`config.mk`:
```
export PLATFORM = sky130hd
export DESIGN_NAME = sort_sequencer
export DESIGN_NICKNAME = d
export VERILOG_FILES = /design/src/rtl/sort_pkg.sv /design/src/rtl/sort_loop_counter.sv /design/src/rtl/sort_sequencer.sv
export SDC_FILE = /design/constraint.sdc
export NUM_CORES = 1
export LEC_CHECK = 0
export ABC_AREA = 1
export CORE_MARGIN = 5
export CORE_UTILIZATION = 47
export DETAILED_ROUTE_END_ITERATION = 8
export PLACE_DENSITY = 0.9
export RECOVER_POWER = 25
export SLEW_MARGIN = 15
export SYNTH_ARGS = -nofsm -noshare
export SYNTH_HDL_FRONTEND = slang
export SYNTH_HIERARCHICAL = 1
export SYNTH_SLANG_ARGS = --single-unit
export TNS_END_PERCENT = 30
```
`constraint.sdc`:
```
create_clock -name clk -period 2.6 [get_ports clk]
set_input_delay 0.39 -clock clk [delete_from_list [all_inputs] [get_ports clk]]
set_output_delay 0.39 -clock clk [all_outputs]
set_load 0.01 [all_outputs]
```
`src/rtl/sort_pkg.sv`:
```
// Purpose : shared ALU/decoder codes and FSM state encoding for the sort sequencer.
// Latency : n/a (constants and a width helper only).
// Backpr. : n/a.
package sort_pkg;

    // ALU operation codes understood by the existing datapath ALU
    localparam logic [2:0] ALU_PASSA = 3'b000;
    localparam logic [2:0] ALU_SUB   = 3'b001;
    localparam logic [2:0] ALU_PASSB = 3'b101;

    // Write-decoder code that suppresses the register-file write
    localparam logic [3:0] DECO_NOWRITE = 4'b1000;

    // Sequencer states
    localparam logic [2:0] ST_IDLE = 3'd0;
    localparam logic [2:0] ST_CMP  = 3'd1;
    localparam logic [2:0] ST_SWP0 = 3'd2;
    localparam logic [2:0] ST_SWP1 = 3'd3;
    localparam logic [2:0] ST_SWP2 = 3'd4;
    localparam logic [2:0] ST_PASS = 3'd5;
    localparam logic [2:0] ST_DONE = 3'd6;

    // Loop-counter width: enough to index NREG elements, never zero bits
    function automatic int cnt_width(input int n);
        return (n > 1) ? $clog2(n) : 1;
    endfunction

endpackage

```
`src/rtl/sort_loop_counter.sv`:
```
// Purpose : pass index i, compare index j and the per-pass swapped flag of the bubble sort.
// Latency : controls take effect on the next clk edge; flags are combinational from state.
// Backpr. : none; the FSM drives the controls every cycle.
// Ports   : clk/highRst; clr_all_i, inc_j_i, next_pass_i, set_swapped_i controls;
//           j_o index, swapped_o flag, last_cmp_o (j == NREG-2-i), last_pass_o (i == NREG-2).
module sort_loop_counter
    import sort_pkg::*;
#(
    parameter int NREG = 5,
    parameter int CW   = cnt_width(NREG)
) (
    input  logic          clk,
    input  logic          highRst,
    input  logic          clr_all_i,
    input  logic          inc_j_i,
    input  logic          next_pass_i,
    input  logic          set_swapped_i,
    output logic [CW-1:0] j_o,
    output logic          swapped_o,
    output logic          last_cmp_o,
    output logic          last_pass_o
);

    // One extra bit so i+j and NREG-2 cannot wrap
    localparam int LW = CW + 1;
    localparam logic [LW-1:0] LAST = LW'(NREG - 2);

    logic [CW-1:0] i_q, i_d;
    logic [CW-1:0] j_q, j_d;
    logic          swapped_q, swapped_d;

    always_ff @(posedge clk) begin
        if (highRst) begin
            i_q       <= '0;
            j_q       <= '0;
            swapped_q <= 1'b0;
        end else begin
            i_q       <= i_d;
            j_q       <= j_d;
            swapped_q <= swapped_d;
        end
    end

    always_comb begin
        i_d       = i_q;
        j_d       = j_q;
        swapped_d = swapped_q;
        if (clr_all_i) begin
            i_d       = '0;
            j_d       = '0;
            swapped_d = 1'b0;
        end else if (next_pass_i) begin
            i_d       = i_q + CW'(1);
            j_d       = '0;
            swapped_d = 1'b0;
        end else begin
            if (inc_j_i) begin
                j_d = j_q + CW'(1);
            end
            if (set_swapped_i) begin
                swapped_d = 1'b1;
            end
        end
    end

    // j == NREG-2-i rewritten as i+j == NREG-2 so no subtraction can underflow
    assign last_cmp_o  = (({1'b0, i_q} + {1'b0, j_q}) == LAST);
    assign last_pass_o = ({1'b0, i_q} == LAST);
    assign j_o         = j_q;
    assign swapped_o   = swapped_q;

endmodule

```
`src/rtl/sort_sequencer.sv`:
```
// Purpose : bubble-sort sequencer driving register-file/ALU selects to sort NREG regs in place.
// Latency : compares + 3*swaps + passes + 1 cycles from the start edge to the sDone cycle.
// Backpr. : none; sStart is ignored while busy, Moore outputs decoded from registered state.
// Ports   : clk, highRst (sync, active-high), sStart, sNegative/sZero ALU flags in;
//           sSelDecoA/B read codes, sSelDecoC write code, sSelAlu, sBusy, sDone out.
module sort_sequencer
    import sort_pkg::*;
#(
    parameter int NREG          = 5,
    parameter int SELECTIONALU  = 3,
    parameter int SELECTIONDECO = 4,
    parameter int BASE          = 0,
    parameter int TMP           = 5
) (
    input  logic                     clk,
    input  logic                     highRst,
    input  logic                     sStart,
    input  logic                     sNegative,
    input  logic                     sZero,
    output logic [SELECTIONDECO-1:0] sSelDecoA,
    output logic [SELECTIONDECO-1:0] sSelDecoB,
    output logic [SELECTIONDECO-1:0] sSelDecoC,
    output logic [SELECTIONALU-1:0]  sSelAlu,
    output logic                     sBusy,
    output logic                     sDone
);

    localparam int CW = cnt_width(NREG);
    localparam logic [SELECTIONDECO-1:0] NOWR    = SELECTIONDECO'(DECO_NOWRITE);
    localparam logic [SELECTIONDECO-1:0] TMP_SEL = SELECTIONDECO'(TMP);
    localparam logic [SELECTIONDECO-1:0] BASE_SEL = SELECTIONDECO'(BASE);

    logic [2:0]    state_q, state_d;
    logic          clr_all, inc_j, next_pass, set_swapped;
    logic [CW-1:0] j;
    logic          swapped, last_cmp, last_pass;
    logic          greater;

    logic [SELECTIONDECO-1:0] sel_j, sel_j1;

    sort_loop_counter #(
        .NREG (NREG),
        .CW   (CW)
    ) u_cnt (
        .clk           (clk),
        .highRst       (highRst),
        .clr_all_i     (clr_all),
        .inc_j_i       (inc_j),
        .next_pass_i   (next_pass),
        .set_swapped_i (set_swapped),
        .j_o           (j),
        .swapped_o     (swapped),
        .last_cmp_o    (last_cmp),
        .last_pass_o   (last_pass)
    );

    // R[j] - R[j+1] > 0 ; equal values fall through, which keeps the sort stable
    assign greater = !sNegative && !sZero;

    assign sel_j  = BASE_SEL + SELECTIONDECO'(j);
    assign sel_j1 = sel_j + SELECTIONDECO'(1);

    always_ff @(posedge clk) begin
        if (highRst) begin
            state_q <= ST_IDLE;
        end else begin
            state_q <= state_d;
        end
    end

    always_comb begin
        state_d     = state_q;
        clr_all     = 1'b0;
        inc_j       = 1'b0;
        next_pass   = 1'b0;
        set_swapped = 1'b0;
        case (state_q)
            ST_IDLE: begin
                if (sStart) begin
                    if (NREG <= 1) begin
                        state_d = ST_DONE;
                    end else begin
                        clr_all = 1'b1;
                        state_d = ST_CMP;
                    end
                end
            end
            ST_CMP: begin
                if (greater) begin
                    state_d = ST_SWP0;
                end else if (!last_cmp) begin
                    inc_j = 1'b1;
                end else begin
                    state_d = ST_PASS;
                end
            end
            ST_SWP0: state_d = ST_SWP1;
            ST_SWP1: state_d = ST_SWP2;
            ST_SWP2: begin
                set_swapped = 1'b1;
                if (!last_cmp) begin
                    inc_j   = 1'b1;
                    state_d = ST_CMP;
                end else begin
                    state_d = ST_PASS;
                end
            end
            ST_PASS: begin
                // No swap in this pass means the array is already ordered
                if (!swapped || last_pass) begin
                    state_d = ST_DONE;
                end else begin
                    next_pass = 1'b1;
                    state_d   = ST_CMP;
                end
            end
            ST_DONE: state_d = ST_IDLE;
            default: state_d = ST_IDLE;
        endcase
    end

    // Moore output decode
    always_comb begin
        sSelDecoA = '0;
        sSelDecoB = '0;
        sSelDecoC = NOWR;
        sSelAlu   = SELECTIONALU'(ALU_PASSA);
        sBusy     = (state_q != ST_IDLE);
        sDone     = 1'b0;
        case (state_q)
            ST_CMP: begin
                sSelDecoA = sel_j;
                sSelDecoB = sel_j1;
                sSelAlu   = SELECTIONALU'(ALU_SUB);
            end
            ST_SWP0: begin
                sSelDecoA = sel_j;
                sSelDecoC = TMP_SEL;
            end
            ST_SWP1: begin
                sSelDecoB = sel_j1;
                sSelAlu   = SELECTIONALU'(ALU_PASSB);
                sSelDecoC = sel_j;
            end
            ST_SWP2: begin
                sSelDecoA = TMP_SEL;
                sSelDecoC = sel_j1;
            end
            ST_DONE: sDone = 1'b1;
            default: ;
        endcase
    end

endmodule
```
==> results.yml, run 1 <==
outcome:
  outcome: "completed"
clocking:
  clock_path_buffers: 2
  clk_pin_slew_ps: 60
  clkSinkCount: 10
  hold_buffers: 0
  clk-insertion-delay-late_ps: 260
  root_buffer: "clkbuf_4"
  cts_setup_buffers: 0
  cts_tree: "yes"
  h-tree-depth: 1
  cts_resized: 0
  cts_buffers: 3
grt:
  grt_max_degree: 10
  grt_pass1_wl_um: 3436
  grt-ovfl-total: 0
  antenna_found_initial: 0
  globalRouteTotalUtil: 0.1724
  first_global_vias: 823
routing:
  final_antenna_net_count: 0
  vias: 830
  drt_iter0_markers: 16
  via_per_inst: 4.743
  drt_wl_total_um: 2026
  wl_per_cell_um: 11.58
  first_pass_iters: 4
  drc: 0
placement:
  dp.cells: 172
  place_hpwl_um: 1624
  gp_congestion: 0.8376
  port_buffers: 19
sta:
  tns_ps: 0
  rsz0062_at_grt: "no"
  finalCritPeriodShare: 0.8593
  period_needed_ps: 2234
  skew_ps: 1.774
  finalHoldViolCount: 0
  max_freq_mhz: 447.6
  slew_violations: 0
  finalSetupViolCount: 0
worst_setup_path:
  crit_fanout: 5
  required_ps: 2210
  r2r-start: "u_cnt/j_o[0]"
  crit_path_end_kind: "output pin"
  reg2reg_slack_ps: 480
  rr_worst_depth: 10
  reg2reg_to: "u_cnt/j_o[2]"
  crit_arrival_ps: 1840
  critical_path_class: "flip-flop to output pin"
  start_kind: "flip-flop"
die:
  io_pins: 22
  die-area_um2: 2715
  coreArea_um2: 1708
  die_h_um: 52.11
  initial_core_util: 0.4879
  rows: 15
  die_x_um: 52.11
power:
  combPwrFrac: 0.465
  p_sw_frac: 0.3988
  share_seq_of_total_power: 0.344
  peakVddDrop_uv: 325.0
  cellLeakagePower_nw: 0.5050
  clkPwrFrac: 0.191
  p_per_area_nw_per_um2: 520.4
  p_int_mw: 0.3320
  switchingPower_mw: 0.2202
hold_path:
  min_to: "u_cnt/swapped_o"
  hp-class: "flip-flop to flip-flop"
  min_from: "u_cnt/swapped_o"
  whs_path_depth: 2
yosys:
  avgSynthCellArea_um2: 6.460
  synth_top_area_share: 0.2402
  yosys.area.top_type: "dfxtp_1"
  ys_types: 23
  synthTopCellsByArea: "dfxtp_1 24%, nand2_1 11%, ha_1 11%"
  yosysWarningCount: 6
  yosys_register_bits: 10
  synthesis.area_um2: 833.3
  post_synth_inst_count: 129
  yosysSeqAreaShare: 0.2402
job:
  drv_cap: 0
finish:
  nets: 165
  diodes: 0
  final-instance-count-excl-fill: 175
  area_delta_synth_final_pct: 27.33
  drive_above_1_share: 0.1467
  nFillCells: 154
registers in the layout, summed over array words and instances, names as in the netlist:
name	count
u_cnt/i_q	3
u_cnt/swapped_o	1
u_cnt/j_o	3
state_q	3
synth_stat cells:
| cell type | n |
|---|---|
| a21oi_2 | 1 |
| o211ai_1 | 1 |
| nor2_4 | 2 |
| ha_1 | 7 |
| inv_1 | 17 |
| xnor2_1 | 3 |
| o21ai_0 | 1 |
| o22ai_1 | 1 |
| nand3b_1 | 1 |
| nand2_2 | 4 |
| nor2_2 | 1 |
| buf_4 | 2 |
| nand2_1 | 24 |
| inv_2 | 9 |
| nor3_2 | 1 |
| nand3_2 | 2 |
| a21oi_1 | 7 |
| conb_1 | 1 |
| o21ai_1 | 3 |
| dfxtp_1 | 10 |
| nor2_1 | 21 |
| nand3_1 | 9 |
| fa_1 | 1 |
power groups by stage:
stage	registers, mW	logic [mW]	clock network [mW]
final	0.190	0.257	0.105
after global placement	0.191	0.249	0
after global routing	0.193	0.282	0.121
after CTS	0.189	0.261	0.109
after floorplan	0.188	0.165	0
after detailed placement	0.193	0.259	0
layout by cell type, fill, tap and decap left out:
| cell type | n |
|---|---|
| nand2_2 | 4 |
| dfxtp_1 | 10 |
| o21ai_1 | 3 |
| nor3_2 | 1 |
| o21ai_0 | 1 |
| o211ai_1 | 1 |
| clkbuf_4 | 3 |
| nor2_2 | 1 |
| nor2_4 | 2 |
| inv_1 | 17 |
| clkdlybuf4s50_1 | 18 |
| a21oi_1 | 7 |
| nand2_1 | 24 |
| ha_1 | 7 |
| o22ai_1 | 1 |
| inv_2 | 9 |
| fa_1 | 1 |
| nand3b_1 | 1 |
| nor2_1 | 21 |
| conb_1 | 2 |
| xnor2_1 | 3 |
| nand3_1 | 10 |
| a21oi_2 | 1 |
| nand3_2 | 1 |
| dlygate4sd3_1 | 1 |
kinds of logic after synthesis:
group                      after synthesis  synth area share
and+or+nand+nor                         65            0.3664
buffers and inverters                   28            0.1351
other                                    1          0.004500
DFF                                     10            0.2402
xor gates and xnor gates                 3           0.03154
AOI/OAI and AO/OA                       14           0.09309
adders and majority gates                8            0.1291
per-layer routing:
layer  up-vias  track usage  wire length [um]
met3         4      0.02865                82
met2        16       0.3264              1110
li1        441            -                 -
met1       369       0.1780               813
met4         0      0.08734                20
met5         -            0                 0
worst max path at each step:
stage                 startpoint      endpoint  slack (ps)  cells past startpoint
floorplan           u_cnt/j_o[0]  u_cnt/j_o[2]         730                     10
global placement    u_cnt/j_o[0]  u_cnt/j_o[2]         640                     10
detailed placement  u_cnt/j_o[0]  u_cnt/j_o[2]         550                     10
CTS                   state_q[1]  sSelDecoA[1]         350                      7
global route        u_cnt/j_o[0]  u_cnt/j_o[2]         250                     10
finish                state_q[1]  sSelDecoA[1]         370                      7
through the flow:
step	hold WS [ps]	area, um^2	setup slack (ps)	utilization	total power [mW]
floorplan	452.4	837.1	727.4	-	0.3532
global placement	465.4	1044	643.3	0.6110	0.4404
detailed placement	475.3	1044	548.9	0.6110	0.4515
CTS	490.6	1066	349.0	0.6242	0.5591
global route	517.7	1061	254.9	0.6212	0.5971
finish	495.5	1061	365.8	0.6212	0.5522
worst max-delay path, cell delays in order, from the launching register on:
cell             delay (ps)
dfxtp_1                 410
inv_2                    80
nor3_2                  190
inv_2                    90
nand2_2                 100
inv_2                    40
nor2_1                  120
clkdlybuf4s50_1         550
final cells by class:
class	count	area, um^2	share of cell area
inverter	26	97.59	0.09198
tap	25	31.28	0.02948
clock buffer	3	22.52	0.02123
sequential	10	200.2	0.1887
timing repair buffer	19	190.2	0.1792
multi-input combinational	92	519.2	0.4894
(Power assumes the default switching activity.)
==> run 2, diff against run 1 <==
--- a/config.mk
+++ b/config.mk
@@ -6,7 +6,8 @@
 export NUM_CORES = 1
 export LEC_CHECK = 0
 export ABC_AREA = 1
-export CORE_MARGIN = 5
+export CORE_ASPECT_RATIO = 0.8
+export CORE_MARGIN = 2
 export CORE_UTILIZATION = 47
 export DETAILED_ROUTE_END_ITERATION = 8
 export PLACE_DENSITY = 0.9
==> run 2 against run 1 <==
Compared with the run above:
- clock skew increased by 8.4 ps
- clock power grew 37%
- sequential share of layout area down 0.18 points
- routed wire length fell by 13%
- combinational power is 3% lower
- hold slack got worse by 2.4 ps
- non-clock buffer count is the same
- sequential cell count is the same
- register-to-register slack improved by 40 ps
- via count fell by 0.36%
- first-iteration DRC count fell by 19%
==> results.yml, run 2 (synthesized netlist as in run 1, its figures left out) <==
outcome:
  outcome: "completed"
die:
  die_h_um: 41.66
  initial_core_util: 0.5072
  coreArea_um2: 1643
  rows: 13
  die-area_um2: 2128
  io_pins: 22
  die_x_um: 51.08
grt:
  grt-ovfl-total: 0
  globalRouteTotalUtil: 0.1848
  grt_pass1_wl_um: 3015
  grt_max_degree: 10
  first_global_vias: 700
  antenna_found_initial: 0
clocking:
  cts_resized: 0
  root_buffer: "clkbuf_4"
  h-tree-depth: 1
  clock_path_buffers: 2
  clk-insertion-delay-late_ps: 270
  hold_buffers: 0
  clk_pin_slew_ps: 70
  cts_tree: "yes"
  cts_buffers: 3
  cts_setup_buffers: 0
  clkSinkCount: 10
power:
  cellLeakagePower_nw: 0.5122
  finalPower_mw: 0.5821
  peakVddDrop_uv: 391.5
  p_per_area_nw_per_um2: 543.5
hold_path:
  whs_path_depth: 2
  min_from: "u_cnt/i_q[2]"
  hp-class: "flip-flop to flip-flop"
routing:
  drc: 0
  drt_iter0_markers: 13
  final_antenna_net_count: 0
  first_pass_iters: 4
  drt_wl_total_um: 1756
  via_per_inst: 4.780
  wl_per_cell_um: 10.15
  vias: 827
finish:
  drive_above_1_share: 0.1523
  final_common_cell: "nand2_1"
  final_cell_mix: "24 x nand2_1, 21 x nor2_1, 18 x clkdlybuf4s50_1"
  nets: 165
  diodes: 0
  finalInstanceArea_um2: 1071
  area_delta_synth_final_pct: 28.53
worst_setup_path:
  crit_chain: "inv_2, nor2_4, nand2_1, inv_2, a21oi_1, o21ai_1, clkdlybuf4s50_1"
  start_kind: "flip-flop"
  cp_common_cell: "inv_2"
  rr_worst_depth: 10
  cp_slowest_stage_delay_ps: 540
  reg2reg_to: "u_cnt/j_o[2]"
  r2r-start: "u_cnt/j_o[0]"
  crit_fanout: 5
  reg2reg_slack_ps: 520
  crit_arrival_ps: 1820
  required_ps: 2210
  crit_path_end_kind: "output pin"
  critical_path_class: "flip-flop to output pin"
  endpoint: "sSelDecoC[2]"
  critPathLaunch: "state_q[0]"
  slowest_stage: "clkdlybuf4s50_1"
sta:
  rsz0062_at_grt: "no"
  tns_ps: 0
  max_freq_mhz: 453.3
  slew_violations: 0
  timing.final.ws_setup_ps: 394.1
  timing.hold.ws_ps: 493.1
  finalCritPeriodShare: 0.8484
  finalHoldViolCount: 0
  skew_ps: 10.22
  period_needed_ps: 2206
  finalSetupViolCount: 0
placement:
  preCtsSetupSlack_ps: 560.4
  gp_congestion: 0.7990
  place_hpwl_um: 1443
  dpl_cell_area_um2: 1040
  port_buffers: 19
job:
  drv_cap: 0
## run 2: changes by cell type in the layout (fill, tap and decap cells not counted)
cell,previous run,this run
clkbuf_8,0,1
## run 2: cell type report
| type | instances | area [um^2] |
|---|---|---|
| clock buffers | 4 | 36.28 |
| inverters | 26 | 97.59 |
| well taps | 22 | 27.53 |
| repair buffers | 19 | 190.2 |
| multi-input cells | 92 | 519.2 |
| fillers | 157 | 571.8 |
| flip-flops and latches | 10 | 200.2 |
## run 2: per-stage QoR
stage / instances / utilization
after floorplan: 130 / -
after global placement: 169 / 0.6329
after detailed placement: 169 / 0.6329
after CTS: 173 / 0.6550
after global routing: 173 / 0.6519
final: 173 / 0.6519
## run 2: worst min-delay path by stage
| stage | to | slack [ps] |
|---|---|---|
| after floorplan | state_q[0] | 450 |
| after global placement | u_cnt/swapped_o | 460 |
| after detailed placement | u_cnt/swapped_o | 470 |
| after CTS | u_cnt/swapped_o | 490 |
| after global routing | u_cnt/i_q[2] | 510 |
| final | u_cnt/i_q[2] | 490 |
## run 2: critical path: cells and delay by family, from the launching register on
| kind | cells | cell delay (ps) |
|---|---|---|
| flops | 1 | 430 |
| compound gates | 2 | 130 |
| simple gates | 2 | 270 |
| buf+inv | 3 | 710 |
## run 2: layer usage
| layer | wire [um] | GRT usage | vias up |
|---|---|---|---|
| met5 | 0 | 0 | - |
| met1 | 857 | 0.2550 | 366 |
| met2 | 820 | 0.2805 | 19 |
| met3 | 70 | 0.03237 | 2 |
| met4 | 8 | 0.08108 | 0 |
| li1 | - | - | 440 |
## run 2: where the power goes
group | switching [mW] | internal, mW
clock network | 0.0586 | 0.0850
logic | 0.136 | 0.113
registers | 0.0242 | 0.165
==> run 3, diff against run 2 <==
==> constraint.sdc (replaced) <==
create_clock -name clk -period 2.19 [get_ports clk]
set_input_delay 0.3285 -clock clk [delete_from_list [all_inputs] [get_ports clk]]
set_output_delay 0.3285 -clock clk [all_outputs]
set_load 0.01 [all_outputs]
==> run 3 against run 2 <==
Compared with the run above:
- routed wire length is 1.6% higher
- sequential cell count unchanged
- hold slack improved by 2.2 ps
- first-iteration DRC count rose by 23%
- total power is 20% higher
- critical path depth shrank 2
- clock skew shrank 1.6 ps
- global-route usage rose by 0.98 points
- setup slack worse by 300 ps
- combinational power increased by 25%
- die area is the same
- core utilization grew 0.99 points
- largest cell class unchanged
==> results.yml, run 3 (synthesized netlist as in run 1, its figures left out) <==
worst_setup_path:
  worst-path-buf-inv: 2
  reg2reg_slack_ps: 250
  path_delay_family: "buffers and inverters"
  cp_slowest_stage_delay_ps: 540
  critical_path_depth: 5
  slowest_stage: "clkdlybuf4s50_1"
  r2r-start: "u_cnt/i_q[0]"
  critical_path_class: "flip-flop to output pin"
  crit_chain: "buf_4, ha_1, xnor2_1, nor2_1, clkdlybuf4s50_1"
  start_kind: "flip-flop"
  reg2reg_to: "u_cnt/j_o[2]"
  endpoint: "sSelDecoB[2]"
  crit_arrival_ps: 1770
  crit_fanout: 8
  critPathLaunch: "u_cnt/j_o[0]"
  required_ps: 1860
  crit_path_end_kind: "output pin"
  rr_worst_depth: 10
clocking:
  clkSinkCount: 10
  clk-insertion-delay-late_ps: 280
  clk_pin_slew_ps: 70
  h-tree-depth: 1
  clock_path_buffers: 2
  cts_tree: "yes"
  cts_buffers: 3
  root_buffer: "clkbuf_4"
  hold_buffers: 0
routing:
  drt_iter0_markers: 16
  vias: 831
  first_pass_iters: 4
  final_antenna_net_count: 0
  via_per_inst: 4.776
  wl_per_cell_um: 10.25
  drc: 0
  drt_wl_total_um: 1784
hold_path:
  hp-class: "flip-flop to flip-flop"
  min_from: "u_cnt/i_q[2]"
finish:
  area_delta_synth_final_pct: 30.48
  finalInstanceArea_um2: 1087
  final_common_cell: "nand2_1"
  drive_above_1_share: 0.1776
  nFillCells: 153
  diodes: 0
  nets: 166
  final_cell_mix: "24 x nand2_1, 21 x nor2_1, 17 x inv_1"
grt:
  grt_max_degree: 10
  first_global_vias: 743
  grt_pass1_wl_um: 3139
  globalRouteTotalUtil: 0.1946
  antenna_found_initial: 0
  grt-ovfl-total: 0
die:
  die_h_um: 41.66
  rows: 13
  coreArea_um2: 1643
  initial_core_util: 0.5072
  die_x_um: 51.08
  die-area_um2: 2128
  io_pins: 22
sta:
  finalHoldViolCount: 0
  skew_ps: 8.636
  finalSetupViolCount: 0
  max_freq_mhz: 476.0
  timing.final.ws_setup_ps: 89.32
  finalCritPeriodShare: 0.9592
  rsz0062_at_grt: "no"
  slew_violations: 0
  period_needed_ps: 2101
  tns_ps: 0
power:
  peakVddDrop_uv: 553.4
  p_per_area_nw_per_um2: 642.9
  cellLeakagePower_nw: 0.5556
placement:
  gp_congestion: 0.8311
  preCtsSetupSlack_ps: 261.2
  place_hpwl_um: 1513
  dpl_cell_area_um2: 1047
  port_buffers: 19
outcome:
  outcome: "completed"
job:
  drv_cap: 0
[run 3: cell count changes in the layout (fill, tap and decap cells not counted)]
cell             change
dfxtp_2              +3
dfxtp_1              -3
buf_4                +1
dlymetal6s2s_1       +2
clkdlybuf4s50_1      -2
[run 3: layout make-up]
| cell class | count | area [um^2] | share of cell area |
|---|---|---|---|
| repair buffers | 20 | 202.7 | 0.1864 |
| clock buffers | 4 | 36.28 | 0.03337 |
| flip-flops and latches | 10 | 203.9 | 0.1876 |
| inverters | 26 | 97.59 | 0.08976 |
| multi-input cells | 92 | 519.2 | 0.4776 |
| well taps | 22 | 27.53 | 0.02532 |
[run 3: metal layers]
layer	part of all wire	track usage	up-vias
met1	0.45	0.2416	363
met2	0.47	0.3065	22
met3	0.072	0.07194	2
met4	0.0090	0.07027	0
met5	0	0	-
li1	-	-	444
[run 3: tightest hold or removal path: stages (launching register included)]
cell and delay [ps]:
dfxtp_1 320, inv_1 70, a21oi_1 60
[run 3: where the power goes]
group	leakage [nW]	switching (mW)	internal [mW]
logic	0.452	0.173	0.138
clock network	0.0210	0.0673	0.101
registers	0.0823	0.0211	0.198
total	0.556	0.261	0.438
[run 3: through the flow]
step | total power, mW | cells | util | hold WS (ps)
finish | 0.6990 | 174 | 0.6618 | 495.3
global route | 0.7522 | 174 | 0.6618 | 533.7
CTS | 0.7027 | 174 | 0.6596 | 499.5
detailed placement | 0.5360 | 170 | 0.6375 | 490.8
global placement | 0.5259 | 170 | 0.6375 | 467.3
floorplan | 0.4193 | 130 | - | 390.9
[run 3: how the worst min path moves through the flow]
stage / slack [ps] / cells past startpoint / endpoint
2_1_floorplan: 390 / 1 / state_q[0]
3_3_place_gp: 470 / 2 / u_cnt/swapped_o
3_5_place_dp: 490 / 2 / u_cnt/i_q[2]
4_1_cts: 500 / 2 / u_cnt/i_q[2]
5_1_grt: 530 / 2 / u_cnt/i_q[2]
6_report: 500 / 2 / u_cnt/i_q[2]
[run 3: what timing repair did]
item / CTS / global route
gates resized for setup: 0 / 5
endpoints found under the setup margin: 0 / 7
setup buffers: 0 / 0
